### config.mk
export PLATFORM = sky130hd
export DESIGN_NAME = dac_write
export DESIGN_NICKNAME = d
export VERILOG_FILES = /design/src/rtl/dac_write.sv
export SDC_FILE = /design/constraint.sdc
export NUM_CORES = 1
export LEC_CHECK = 0
export CAP_MARGIN = 30
export CELL_PAD_IN_SITES_DETAIL_PLACEMENT = 0
export CELL_PAD_IN_SITES_GLOBAL_PLACEMENT = 2
export CORE_MARGIN = 2
export CORE_UTILIZATION = 34
export CTS_CLUSTER_DIAMETER = 200
export DETAILED_ROUTE_END_ITERATION = 7
export PLACE_DENSITY_LB_ADDON = 0.1
export SLEW_MARGIN = 40
export SYNTH_ARGS = -nofsm -noshare
export SYNTH_HDL_FRONTEND = slang
export SYNTH_SLANG_ARGS = --single-unit
### constraint.sdc
create_clock -name in_clk -period 2.34 [get_ports in_clk]
set_input_delay 0.468 -clock in_clk [delete_from_list [all_inputs] [get_ports in_clk]]
set_output_delay 0.468 -clock in_clk [all_outputs]
set_load 0.05 [all_outputs]
### src/rtl/dac_write.sv
// dac_write: ready/valid two's complement sample FIFO feeding a registered parallel DAC word,
// with priming, underrun detection and an optional underflow counter (DAC_WRITE_UNDERFLOW_CNT_EN).
module dac_write #(
  parameter int INT_DAC_DATA_WIDTH       = 14,
  parameter int INT_ODATA_ENC_OFFSETBIN  = 1,
  parameter int INT_DAC_DATA_IS_INVERTED = 0,
  parameter int INT_FIFO_DEPTH           = 4,
  parameter int INT_PRIME_LEVEL          = 2,
  parameter int INT_UNDERFLOW_CNT_WIDTH  = 16
) (
  input  logic                                     in_clk,
  input  logic                                     in_rst_n,
  input  logic                                     in_enable,
  input  logic [INT_DAC_DATA_WIDTH-1:0]            in_data,
  input  logic                                     in_valid,
  output logic                                     out_ready,
  output logic [INT_DAC_DATA_WIDTH-1:0]            out_dac_data,
  output logic                                     out_streaming,
  output logic                                     out_underflow,
  output logic [INT_UNDERFLOW_CNT_WIDTH-1:0]       out_underflow_cnt,
  input  logic                                     in_underflow_clr,
  output logic [$clog2(INT_FIFO_DEPTH+1)-1:0]      out_fifo_level
);

  localparam int W  = INT_DAC_DATA_WIDTH;
  localparam int CW = $clog2(INT_FIFO_DEPTH + 1);
  localparam int PW = $clog2(INT_FIFO_DEPTH);
  localparam logic [CW-1:0] DEPTH_C = CW'(INT_FIFO_DEPTH);
  localparam logic [CW-1:0] PRIME_C = CW'(INT_PRIME_LEVEL);

  function automatic logic [W-1:0] conv(input logic [W-1:0] x);
    logic [W-1:0] y;
    y = x;
    if (INT_ODATA_ENC_OFFSETBIN != 0) y[W-1] = ~y[W-1];
    if (INT_DAC_DATA_IS_INVERTED != 0) y = ~y;
    return y;
  endfunction

  localparam logic [W-1:0] IDLE_WORD = conv({W{1'b0}});

  typedef enum logic [1:0] {S_IDLE, S_PRIME, S_STREAM} state_e;

  state_e          state_q, state_d;
  logic [CW-1:0]   count_q, count_d;
  logic [PW-1:0]   rd_ptr_q, rd_ptr_d;
  logic [PW-1:0]   wr_ptr_q, wr_ptr_d;
  logic [W-1:0]    dac_q, dac_d;
  logic            uf_q, uf_d;
  logic [W-1:0]    mem_q [INT_FIFO_DEPTH];
  logic            ready, push, pop, flush, wr_en;

  always_comb begin
    state_d  = state_q;
    count_d  = count_q;
    rd_ptr_d = rd_ptr_q;
    wr_ptr_d = wr_ptr_q;
    dac_d    = IDLE_WORD;
    uf_d     = 1'b0;
    pop      = 1'b0;
    flush    = 1'b0;
    // ready depends only on state and start-of-cycle occupancy, never on in_valid
    ready    = (state_q != S_IDLE) && (count_q < DEPTH_C);
    push     = in_valid && ready;

    case (state_q)
      S_IDLE: begin
        flush = 1'b1;
        if (in_enable) state_d = S_PRIME;
      end
      S_PRIME: begin
        if (!in_enable) begin
          flush   = 1'b1;
          state_d = S_IDLE;
        end else if (count_q >= PRIME_C) begin
          state_d = S_STREAM;
        end
      end
      S_STREAM: begin
        if (!in_enable) begin
          flush   = 1'b1;
          state_d = S_IDLE;
        end else if (count_q != '0) begin
          pop   = 1'b1;
          dac_d = conv(mem_q[rd_ptr_q]);
        end else begin
          uf_d    = 1'b1;
          state_d = S_PRIME;
        end
      end
      default: state_d = S_IDLE;
    endcase

    wr_en = push && !flush;
    if (flush) begin
      count_d  = '0;
      rd_ptr_d = '0;
      wr_ptr_d = '0;
    end else begin
      if (push) wr_ptr_d = wr_ptr_q + 1'b1;
      if (pop)  rd_ptr_d = rd_ptr_q + 1'b1;
      case ({push, pop})
        2'b10:   count_d = count_q + 1'b1;
        2'b01:   count_d = count_q - 1'b1;
        default: count_d = count_q;
      endcase
    end
  end

  always_ff @(posedge in_clk or negedge in_rst_n) begin
    if (!in_rst_n) begin
      state_q  <= S_IDLE;
      count_q  <= '0;
      rd_ptr_q <= '0;
      wr_ptr_q <= '0;
      dac_q    <= IDLE_WORD;
      uf_q     <= 1'b0;
    end else begin
      state_q  <= state_d;
      count_q  <= count_d;
      rd_ptr_q <= rd_ptr_d;
      wr_ptr_q <= wr_ptr_d;
      dac_q    <= dac_d;
      uf_q     <= uf_d;
    end
  end

  // storage needs no reset: occupancy and pointers define which entries are live
  always_ff @(posedge in_clk) begin
    if (wr_en) mem_q[wr_ptr_q] <= in_data;
  end

`ifdef DAC_WRITE_UNDERFLOW_CNT_EN
  logic [INT_UNDERFLOW_CNT_WIDTH-1:0] cnt_q, cnt_d;

  always_comb begin
    cnt_d = cnt_q;
    if (in_underflow_clr)          cnt_d = '0;
    else if (uf_d && (cnt_q != '1)) cnt_d = cnt_q + 1'b1;
  end

  always_ff @(posedge in_clk or negedge in_rst_n) begin
    if (!in_rst_n) cnt_q <= '0;
    else           cnt_q <= cnt_d;
  end

  assign out_underflow_cnt = cnt_q;
`else
  logic unused_clr;
  assign unused_clr        = in_underflow_clr;
  assign out_underflow_cnt = '0;
`endif

  assign out_ready      = ready;
  assign out_dac_data   = dac_q;
  assign out_streaming  = (state_q == S_STREAM);
  assign out_underflow  = uf_q;
  assign out_fifo_level = count_q;

endmodule
# After elaboration in Yosys (flattened, before gate mapping)

Memories as Yosys holds them, arrays and structs flattened.
Index checks and enable logic that the tools add are counted.

Logic and storage cells: 58
Output and inout bits: 36
Memories: 1
Bits of input ports: 19
Register bits after elaboration: 24
Bits in writable memories: 56

Muxes and demuxes: 25
$lt $le $gt $ge: 2
Reductions and logical operators: 12
Add/subtract/negate cells: 4
Bitwise logic cells: 1
Equal/unequal tests: 7

Memory list:

| memory | words | bits a word | read ports | clocked after memory_dff | write ports | line | text |
|---|---|---|---|---|---|---|---|
| mem_q  | 4     | 14          | 1          | 0                        | 1           | 49   | `logic [W-1:0] mem_q [INT_FIFO_DEPTH];` |

Operator list:

| cell                | count |
|---|---|
| $mux 14             | 3 |
| $mux 2              | 9 |
| $mux 1              | 9 |
| $ne 3x3->1 const B  | 2 |
| $pmux 2 s3          | 1 |
| $pmux 3 s2          | 1 |
| $reduce_bool 2->1   | 3 |
| $reduce_bool 3->1   | 2 |
| $add 2x1->2 const B | 2 |
| $eq 2x1->1 const B  | 2 |
| $eq 2x2->1 const B  | 2 |
| $add 3x1->3 const B | 1 |
| $ge 3x2->1 const B  | 1 |
| $logic_and 1x1->1   | 3 |
| $lt 3x3->1 const B  | 1 |
| $mux 3              | 1 |
| $reduce_and 3->1    | 1 |
| $sub 3x1->3 const B | 1 |
| $logic_not 2->1     | 1 |
| $ne 2x2->1 const B  | 1 |
| $pmux 1 s2          | 1 |
| $reduce_or 2->1     | 1 |
| $logic_not 1->1     | 1 |
| $not 1->1           | 1 |

# Logic depth before layout (Yosys ltp)

Gate-level depths: netlist (run 1).

Depth after elaboration: 7
Mapped depth: 10
Depth with buffers taken out: 8

# Worst setup path after synthesis (run 1)

Ideal clock, no wire load.

Path type: register -> register
From: register state_q[0]
To: register count_q[2] (netlist: out_fifo_level[2])
Data required time: 2258 ps
Period minus slack after synthesis: 2854 ps
Slack: -514 ps
Path buffers: 2
Stages on the path, launching flop included: 10
Arrival time: 2772 ps
Setup time: 82 ps
Cells stage by stage: dfrtp_1 -> inv_1 -> ha_1 -> o311a_2 -> clkbuf_1 -> clkbuf_1 -> nand2_1 -> fa_1 -> or3_1 -> a31oi_1

Elaborated cells between the ends (all ways): 14
Classes of those cells: eq/ne: 4; mux: 4; reduce/logical: 6

RTL lines:

| what                                     | line | text |
|---|---|---|
| start: declaration                       | 43   | `state_e state_q, state_d;` |
| start signal: assignment                 | 118  | `state_q <= state_d;` |
| $eq 2x2->1 (*)                           | -    |  |
| net out_streaming                        | 18   | `output logic out_streaming,` |
| $mux 1                                   | 65   | `case (state_q)` |
| $eq 2x1->1 or $eq 2x2->1 (tied branches) | 101  | `case ({push, pop})` |
| $pmux 3 s2                               | 101  |  |
| $mux 3                                   | 94   | `if (flush) begin` |
| end signal: assignment                   | 119  | `count_q <= count_d;` |
| end: declaration                         | 44   | `logic [CW-1:0] count_q, count_d;` |

The timed path passes the listed nets; every way through them passes the cells marked *.
A chain may end at the register's enable or synchronous reset.

# Worst setup path after layout (run 1)

From: register count_q[2] (netlist: out_fifo_level[2])
To: output out_fifo_level[2]

RTL lines:

| what             | line | text |
|---|---|---|
| end: declaration | 22   | `output logic [$clog2(INT_FIFO_DEPTH+1)-1:0] out_fifo_level` |

No word-level cell between the ends.

==> results.json, run 1 <==
{
  "status": "finished, final reports clean",
  "crit_fanout": 8,
  "synthCells": 190,
  "synth_simple_gate_area_share_pct": 6.97,
  "maxSlewViolCount": 0,
  "syn_area_um2": 3250,
  "synth_xor_area_share_pct": 1.58,
  "layout.nets": 273,
  "final.period_utilization_pct": 92.3,
  "r2r_setup_slack_ns": 0.20,
  "cts_buffers": 9,
  "p_clk_share_pct": 27.0,
  "slowest_delay_ns": 0.86,
  "wl_mm": 5.86,
  "setup.worst_path.end": "out_fifo_level[2]",
  "multi_input_area_um2": 867,
  "initial_core_util_pct": 35.2,
  "async_flop_share_pct": 30.0,
  "hp-class": "input pin to async pin",
  "ant_nets": 0,
  "io_pins": 55,
  "cp_slowest_cell": "clkdlybuf4s50_1",
  "synth_compound_area_share_pct": 2.00,
  "synth-edff-count": 56,
  "first_pass_iters": 4,
  "holdWs_ns": 0.499,
  "root_buffer": "clkbuf_8",
  "synth.yosys.warnings": 0,
  "synth_top_family_by_area": "multiplexers",
  "grt_antenna_before_repair": 0,
  "combPwrFrac_pct": 25.4,
  "pwr-share-seq_pct": 47.6,
  "die_y_um": 102,
  "drv_cap": 0,
  "hpwl_mm": 3.87,
  "clk_pin_slew_ns": 0.08,
  "skew_ns": 0.0109,
  "switching_power_mw": 1.12,
  "cp.required_ns": 1.87,
  "p_leak_nw": 1.49,
  "tightest_slew_ns": 0.766,
  "core_um2": 9240,
  "ys_seq_area_share_pct": 70.3,
  "power_density_nw_per_um2": 916,
  "start_kind": "flip-flop",
  "max_slew_margin_pct": 48.9,
  "setup-violations-final": 0,
  "synth-seq-cells": 80,
  "peakVddDrop_mv": 0.387,
  "setup_tns_ns": 0,
  "fin_crit_ns": 2.16,
  "path_depth": 1,
  "cp_top_family": "buffers and inverters",
  "crit_arrival_ns": 1.69,
  "grt_pass1_vias": 1757,
  "insertion_delay_ns": 0.34,
  "grt_usage_pct": 12.5,
  "place_congestion": 0.779,
  "crit_chain": "clkdlybuf4s50_1",
  "die_w_um": 102,
  "critPathCaptureType": "primary output",
  "p_sw_share_pct": 30.3,
  "worst-path-buf-inv": 1,
  "cts.sinks": 80,
  "wl_per_cell_um": 15.5,
  "synthAdderAreaFrac_pct": 3.70,
  "grt_max_degree": 25,
  "dpl.cell_count": 363,
  "drive_gt1_share_pct": 20.4,
  "yosysUniqueCellTypes": 32,
  "cts_tree": "built",
  "rsz0062_at_grt": "no",
  "synthMuxAreaShare_pct": 9.71,
  "drc_errors": 0,
  "criticalPathCategory": "flip-flop to primary output",
  "ys.flop_type": "edfxtp_1",
  "internal_power_mw": 2.57,
  "gr-total-overflow": 0,
  "cp-startpoint": "out_fifo_level[2]$_DFFE_PN0P_",
  "fmax_mhz": 463,
  "seqCellArea_um2": 2280,
  "syn_avg_cell_area_um2": 17.1,
  "r2r_cells": 7,
  "r2r-start": "state_q[1]$_DFFE_PN0P_",
  "n_antenna_cell": 0,
  "fillCellCount": 814,
  "grt_first_pass_wirelength_mm": 9.13,
  "cts_max_level": 3,
  "route.detailed.vias_per_inst": 4.42,
  "die-area_um2": 10400,
  "hold_viol": 0,
  "cts_buffer_depth": 2,
  "r2r-end": "out_fifo_level[1]$_DFFE_PN0P_",
  "initialDrtViolationCount": 114,
  "area_growth_pct": 24.0,
  "port_buffers": 37,
  "finalPower_mw": 3.69,
  "rows": 35,
  "fin_cells": 379,
  "post-route-util_pct": 43.6,
  "vias": 1675
}
[metrics by stage]
stage / cell area, µm² / worst slack (ns)
2_1_floorplan: 3340 / 0.00983
3_3_place_gp: 3820 / -0.0266
3_5_place_dp: 3820 / -0.0404
4_1_cts: 4020 / 0.00427
5_1_grt: 4030 / 0.0473
6_report: 4030 / 0.181
[metal layers]
layer	track usage (%)	share of wire, %
met4	4.37	1.4
met1	14.6	42
met3	3.31	4.9
met5	0	0
met2	22.2	52
[power by group through the flow]
stage	clock (mW)	combinational, mW	sequential (mW)
floorplan	0	0.593	1.84
global placement	0	0.928	1.78
detailed placement	0	0.944	1.79
CTS	1.03	0.949	1.76
global route	1.09	1.03	1.78
finish	0.996	0.938	1.76
[Yosys cell counts (all sizes together), types with 2 or more instances]
master  count  area share, %
inv         8           0.92
nor2        7           0.81
nand2       9            1.0
edfxtp     56             52
a21oi       4           0.73
buf        19            4.4
xnor2       3           0.81
o21ai       2           0.31
and2       17            3.3
a31oi       2           0.39
dfrtp      23             18
clkbuf      3           0.35
ha          8            3.1
xor2        2           0.77
mux4       14            9.7
[logic make-up (layout without fill, tap and decap cells)]
group,after synthesis,in the layout
simple gates,41,41
compound gates,10,10
other cells,1,16
xor+xnor,5,5
buf+inv,30,75
mux,14,14
fa+ha+maj,9,9
flops,80,80
[repair_timing]
| item | in CTS | in global routing |
|---|---|---|
| resized for setup | 0 | 2 |
| buffers inserted | 0 | 0 |
| endpoints found under the setup margin | 0 | 50 |
| hold buffers | 0 | 0 |
[worst min-delay path by stage]
stage | endpoint | slack, ns | cells past startpoint
floorplan | out_dac_data[0]$_DFF_PN0_ | 0.17 | 0
global placement | out_underflow$_DFF_PN0_ | 0.50 | 1
detailed placement | out_underflow$_DFF_PN0_ | 0.52 | 1
CTS | state_q[0]$_DFFE_PN0P_ | 0.51 | 2
global route | state_q[0]$_DFFE_PN0P_ | 0.53 | 2
finish | state_q[0]$_DFFE_PN0P_ | 0.50 | 2
[cell usage in the layout (no fill, tap or decap), drive strengths merged]
master	instances
ha	8
a211oi	1
a31oi	2
buf	15
inv	8
a21oi	4
dlymetal6s2s	1
nand4	1
dfstp	1
conb	16
or3	1
clkdlybuf4s50	35
or3b	1
nand4b	1
xnor2	3
and4bb	1
nor2	7
bufinv	1
or2	1
nor4	1
clkbuf	11
fa	1
nand2	9
clkinv	4
dfrtp	23
mux4	14
and2	17
o21ai	2
nand3	1
xor2	2
edfxtp	56
o311a	1
[sequential cells by signal, summed over array words and instances (netlist names)]
register and cells:
mem_q 56, out_dac_data 14, out_fifo_level 3, out_underflow 1
rd_ptr_q 2, state_q 2, wr_ptr_q 2
[cell type report]
class / count / share of cell area (%)
Sequential cell: 80 / 56.7
Tap cell: 129 / 4.01
Timing Repair Buffer: 51 / 12.1
Clock buffer: 11 / 3.51
Clock inverter: 5 / 1.43
Multi-Input combinational cell: 95 / 21.5
Inverter: 8 / 0.745
No activity file was read; power rests on OpenSTA's default activity.
==> inputs of run 2 (changes only) <==
--- a/config.mk
+++ b/config.mk
@@ -12,7 +12,7 @@
 export CORE_UTILIZATION = 34
 export CTS_CLUSTER_DIAMETER = 200
 export DETAILED_ROUTE_END_ITERATION = 7
-export PLACE_DENSITY_LB_ADDON = 0.1
+export PLACE_DENSITY = 0.83
 export SLEW_MARGIN = 40
 export SYNTH_ARGS = -nofsm -noshare
 export SYNTH_HDL_FRONTEND = slang
==> results.json, run 2 (same netlist as run 1, synthesis figures left out) <==
{
  "crit_chain": "clkdlybuf4s50_1",
  "vias": 1650,
  "hp-class": "input pin to async pin",
  "drc_errors": 0,
  "cts_buffers": 9,
  "post-place-ws_ns": 0.0158,
  "drv_cap": 0,
  "setup-violations-final": 0,
  "initialDrtViolationCount": 108,
  "cp.required_ns": 1.87,
  "wl_mm": 5.56,
  "status": "finished, final reports clean",
  "cts_hold_buf": 0,
  "criticalPathCategory": "flip-flop to primary output",
  "fmax_mhz": 457,
  "initial_core_util_pct": 35.2,
  "crit_arrival_ns": 1.72,
  "fin_ws_ns": 0.154,
  "first_pass_iters": 4,
  "critPathCaptureType": "primary output",
  "pwr-share-seq_pct": 46.7,
  "place_congestion": 0.697,
  "combPwrFrac_pct": 25.9,
  "core_um2": 9240,
  "die_y_um": 102,
  "ant_nets": 0,
  "p_leak_nw": 1.49,
  "setup_tns_ns": 0,
  "cts_tree": "built",
  "p_sw_share_pct": 31.0,
  "final_cell_mix": "edfxtp_1 (56), clkdlybuf4s50_1 (35), dfrtp_1 (23)",
  "grt_usage_pct": 11.9,
  "rows": 35,
  "grt_first_pass_wirelength_mm": 8.90,
  "met2WireLength_mm": 2.80,
  "topRoutingLayerUsed": "met4",
  "cts_buffer_depth": 2,
  "skew_ns": 0.00734,
  "r2r-end": "mem_q[1][0]$_DFFE_PP_",
  "p_clk_share_pct": 27.4,
  "worst-path-buf-inv": 1,
  "fin_crit_ns": 2.19,
  "power_density_nw_per_um2": 921,
  "root_buffer": "clkbuf_8",
  "internal_power_mw": 2.59,
  "fin_cells": 382,
  "wl_per_cell_um": 14.5,
  "hpwl_mm": 3.52,
  "gr-total-overflow": 0,
  "grt_antenna_before_repair": 0,
  "hold_viol": 0,
  "crit_fanout": 8,
  "drive_gt1_share_pct": 21.7,
  "io_pins": 55,
  "final_common_cell": "edfxtp_1",
  "wl_met1_mm": 2.46,
  "post_cts_buffers": 0,
  "insertion_delay_ns": 0.35,
  "r2r_setup_slack_ns": 0.24,
  "dpl.cell_count": 366,
  "peakVddDrop_mv": 0.586,
  "n_antenna_cell": 0,
  "r2r-start": "state_q[1]$_DFFE_PN0P_",
  "area_growth_pct": 25.7,
  "largest_reg_flops": 56,
  "cp_top_family": "buffers and inverters",
  "r2r_cells": 7,
  "switching_power_mw": 1.16,
  "tightest_slew_ns": 0.724,
  "wl_met3_um": 242,
  "clk_pin_slew_ns": 0.08,
  "die-area_um2": 10400,
  "final.period_utilization_pct": 93.4,
  "cp_slowest_cell": "clkdlybuf4s50_1",
  "slowest_delay_ns": 0.87,
  "cts_max_level": 3,
  "cts.sinks": 80,
  "top_register": "mem_q",
  "grt_pass1_vias": 1754,
  "max_slew_margin_pct": 51.7,
  "die_w_um": 102,
  "maxSlewViolCount": 0,
  "layout.nets": 276,
  "port_buffers": 37,
  "cp-startpoint": "out_fifo_level[2]$_DFFE_PN0P_",
  "start_kind": "flip-flop",
  "cts_resized": 0,
  "grt_max_degree": 25,
  "rsz0062_at_grt": "no",
  "route.detailed.vias_per_inst": 4.32,
  "holdWs_ns": 0.488
}
## run 2: cell types whose count changed in the layout (fill, tap and decap cells not counted)
cell / delta
inv_8: +1
a31oi_2: -1
dlymetal6s2s_1: -1
a31oi_1: +1
clkinv_2: -1
clkinv_4: -2
buf_4: +1
clkinvlp_4: +2
clkbuf_1: -1
clkbuf_8: -1
buf_12: +3
inv_6: +2
## run 2: layout make-up
type	count	area, µm²
clock inverters	7	78.8
clock buffers	9	124
fillers	812	5160
flip-flops and latches	80	2280
well taps	129	161
repair buffers	54	543
inverters	8	30.0
multi-input cells	95	861
## run 2: power groups by stage
stage	Sequential [mW]	Combinational, mW	Clock, mW
2_1_floorplan	1.84	0.593	0
3_3_place_gp	1.78	0.980	0
3_5_place_dp	1.79	0.988	0
4_1_cts	1.76	0.993	1.07
5_1_grt	1.77	1.07	1.12
6_report	1.75	0.974	1.03
## run 2: how the worst max path moves through the flow
stage	endpoint	slack [ns]	cells past startpoint
after floorplan	out_fifo_level[2]$_DFFE_PN0P_	0.01	9
after global placement	mem_q[0][7]$_DFFE_PP_	0.03	6
after detailed placement	mem_q[1][7]$_DFFE_PP_	0.02	6
after CTS	out_fifo_level[2]	0.13	1
after global routing	out_fifo_level[2]	0.11	1
final	out_fifo_level[2]	0.15	1
## run 2: metal layers
layer / vias to the layer above / GRT usage, %
met5: - / 0
met2: 44 / 20.2
li1: 776 / -
met3: 4 / 2.76
met4: 0 / 5.30
met1: 826 / 14.4
## run 2: stage by stage
stage               util (%)  total power, mW  area [µm²]
floorplan                  -             2.43        3340
detailed placement      42.0             2.78        3880
finish                  44.2             3.76        4080
global route            44.2             3.96        4080
CTS                     44.2             3.82        4080
global placement        42.0             2.76        3880
==> inputs of run 3 (changes only) <==
==> constraint.sdc (replaced) <==
create_clock -name in_clk -period 2.34 [get_ports in_clk]
set_input_delay 0.468 -clock in_clk [delete_from_list [all_inputs] [get_ports in_clk]]
set_output_delay 0.468 -clock in_clk [all_outputs]
set_load 0.02 [all_outputs]
==> results.json, run 3 (same netlist as run 1, synthesis figures left out) <==
{
  "root_buffer": "clkbuf_8",
  "critPathCaptureType": "primary output",
  "hold_viol": 0,
  "p_sw_share_pct": 29.0,
  "power_density_nw_per_um2": 863,
  "dpl.cell_count": 366,
  "place_congestion": 0.742,
  "clk_pin_slew_ns": 0.08,
  "cts.sinks": 80,
  "core_um2": 9240,
  "drc_errors": 0,
  "rows": 35,
  "fin_cells": 382,
  "grt_max_degree": 25,
  "top_register": "mem_q",
  "grt_antenna_before_repair": 0,
  "grt_pass1_vias": 1788,
  "combPwrFrac_pct": 24.1,
  "layout.nets": 276,
  "pwr-share-seq_pct": 50.3,
  "fin_ws_ns": 0.182,
  "final.period_utilization_pct": 92.2,
  "setup_tns_ns": 0,
  "fmax_mhz": 463,
  "cts_resized": 1,
  "vias": 1646,
  "maxSlewViolCount": 0,
  "max_slew_margin_pct": 52.6,
  "area_growth_pct": 24.5,
  "post-place-ws_ns": 0.0303,
  "fin_crit_ns": 2.16,
  "cp.required_ns": 1.87,
  "cts_buffers": 9,
  "post_cts_buffers": 0,
  "rsz0062_at_grt": "no",
  "start_kind": "flip-flop",
  "grt_first_pass_wirelength_mm": 9.22,
  "n_antenna_cell": 0,
  "p_leak_nw": 1.48,
  "first_pass_iters": 4,
  "p_clk_share_pct": 25.5,
  "route.detailed.vias_per_inst": 4.31,
  "final_cell_mix": "edfxtp_1 (56), clkdlybuf4s50_1 (36), dfrtp_1 (23)",
  "drv_cap": 0,
  "criticalPathCategory": "flip-flop to primary output",
  "die_y_um": 102,
  "initialDrtViolationCount": 67,
  "ant_nets": 0,
  "switching_power_mw": 1.01,
  "skew_ns": 0.00864,
  "port_buffers": 37,
  "crit_arrival_ns": 1.69,
  "wl_per_cell_um": 14.4,
  "hp-class": "input pin to async pin",
  "setup-violations-final": 0,
  "tightest_slew_ns": 0.711,
  "io_pins": 55,
  "cts_buffer_depth": 2,
  "gr-total-overflow": 0,
  "hpwl_mm": 3.55,
  "crit_fanout": 4,
  "internal_power_mw": 2.47,
  "post-route-util_pct": 43.8,
  "cts_max_level": 3,
  "status": "finished, final reports clean",
  "initial_core_util_pct": 35.2,
  "wl_mm": 5.49,
  "largest_reg_flops": 56,
  "final_common_cell": "edfxtp_1",
  "die_w_um": 102,
  "cts_tree": "built",
  "cts_hold_buf": 0,
  "drive_gt1_share_pct": 20.2,
  "insertion_delay_ns": 0.34,
  "grt_usage_pct": 12.2,
  "die-area_um2": 10400,
  "peakVddDrop_mv": 0.438
}
-- run 3: power groups by stage --
stage / sequential [mW] / clock [mW] / combinational [mW]
after floorplan: 1.79 / 0 / 0.506
after global placement: 1.78 / 0 / 0.855
after detailed placement: 1.79 / 0 / 0.863
after CTS: 1.76 / 0.925 / 0.858
after global routing: 1.78 / 0.972 / 0.941
final: 1.75 / 0.891 / 0.841
-- run 3: layout make-up --
| class | count | area (µm²) |
|---|---|---|
| clock buffer | 10 | 128 |
| sequential | 80 | 2280 |
| tap | 129 | 161 |
| fill | 839 | 5200 |
| inverter | 8 | 30.0 |
| multi-input combinational | 95 | 851 |
| timing repair buffer | 54 | 547 |
| clock inverter | 6 | 42.5 |
-- run 3: critical path, cell delays in order, from the launching register on --
cell and delay [ns]:
dfrtp_1 0.38, inv_1 0.11, ha_1 0.23, buf_4 0.15
nor2_1 0.12, dlygate4sd2_1 0.35
-- run 3: through the flow --
step           hold WS, ns  instance area (µm²)  total power, mW
6_report             0.483                 4040             3.49
5_1_grt              0.511                 4040             3.69
4_1_cts              0.483                 4040             3.54
3_5_place_dp         0.483                 3870             2.65
3_3_place_gp         0.486                 3870             2.63
2_1_floorplan        0.172                 3320             2.30
-- run 3: final timing paths --
check	to	slack [ns]	start	depth (start not counted)
max in group asynchronous	out_dac_data[13]$_DFF_PN1_	1.56	in_rst_n	2
setup / recovery	out_ready	0.18	state_q[0]$_DFFE_PN0P_	5
min in group in_clk	out_underflow$_DFF_PN0_	0.48	out_fifo_level[0]$_DFFE_PN0P_	1
hold reg to reg	out_underflow$_DFF_PN0_	0.48	out_fifo_level[0]$_DFFE_PN0P_	1
hold / removal	out_dac_data[1]$_DFF_PN0_	0.48	in_rst_n	2
setup reg to reg	mem_q[0][0]$_DFFE_PP_	0.27	state_q[0]$_DFFE_PN0P_	7
-- run 3: per-layer routing --
layer / share of wire, % / vias to the layer above / global-route usage, %
met5: 0 / - / 0
met4: 2.0 / 0 / 6.03
met3: 3.7 / 9 / 2.00
met2: 52 / 45 / 21.0
met1: 43 / 820 / 14.8
li1: - / 772 / -
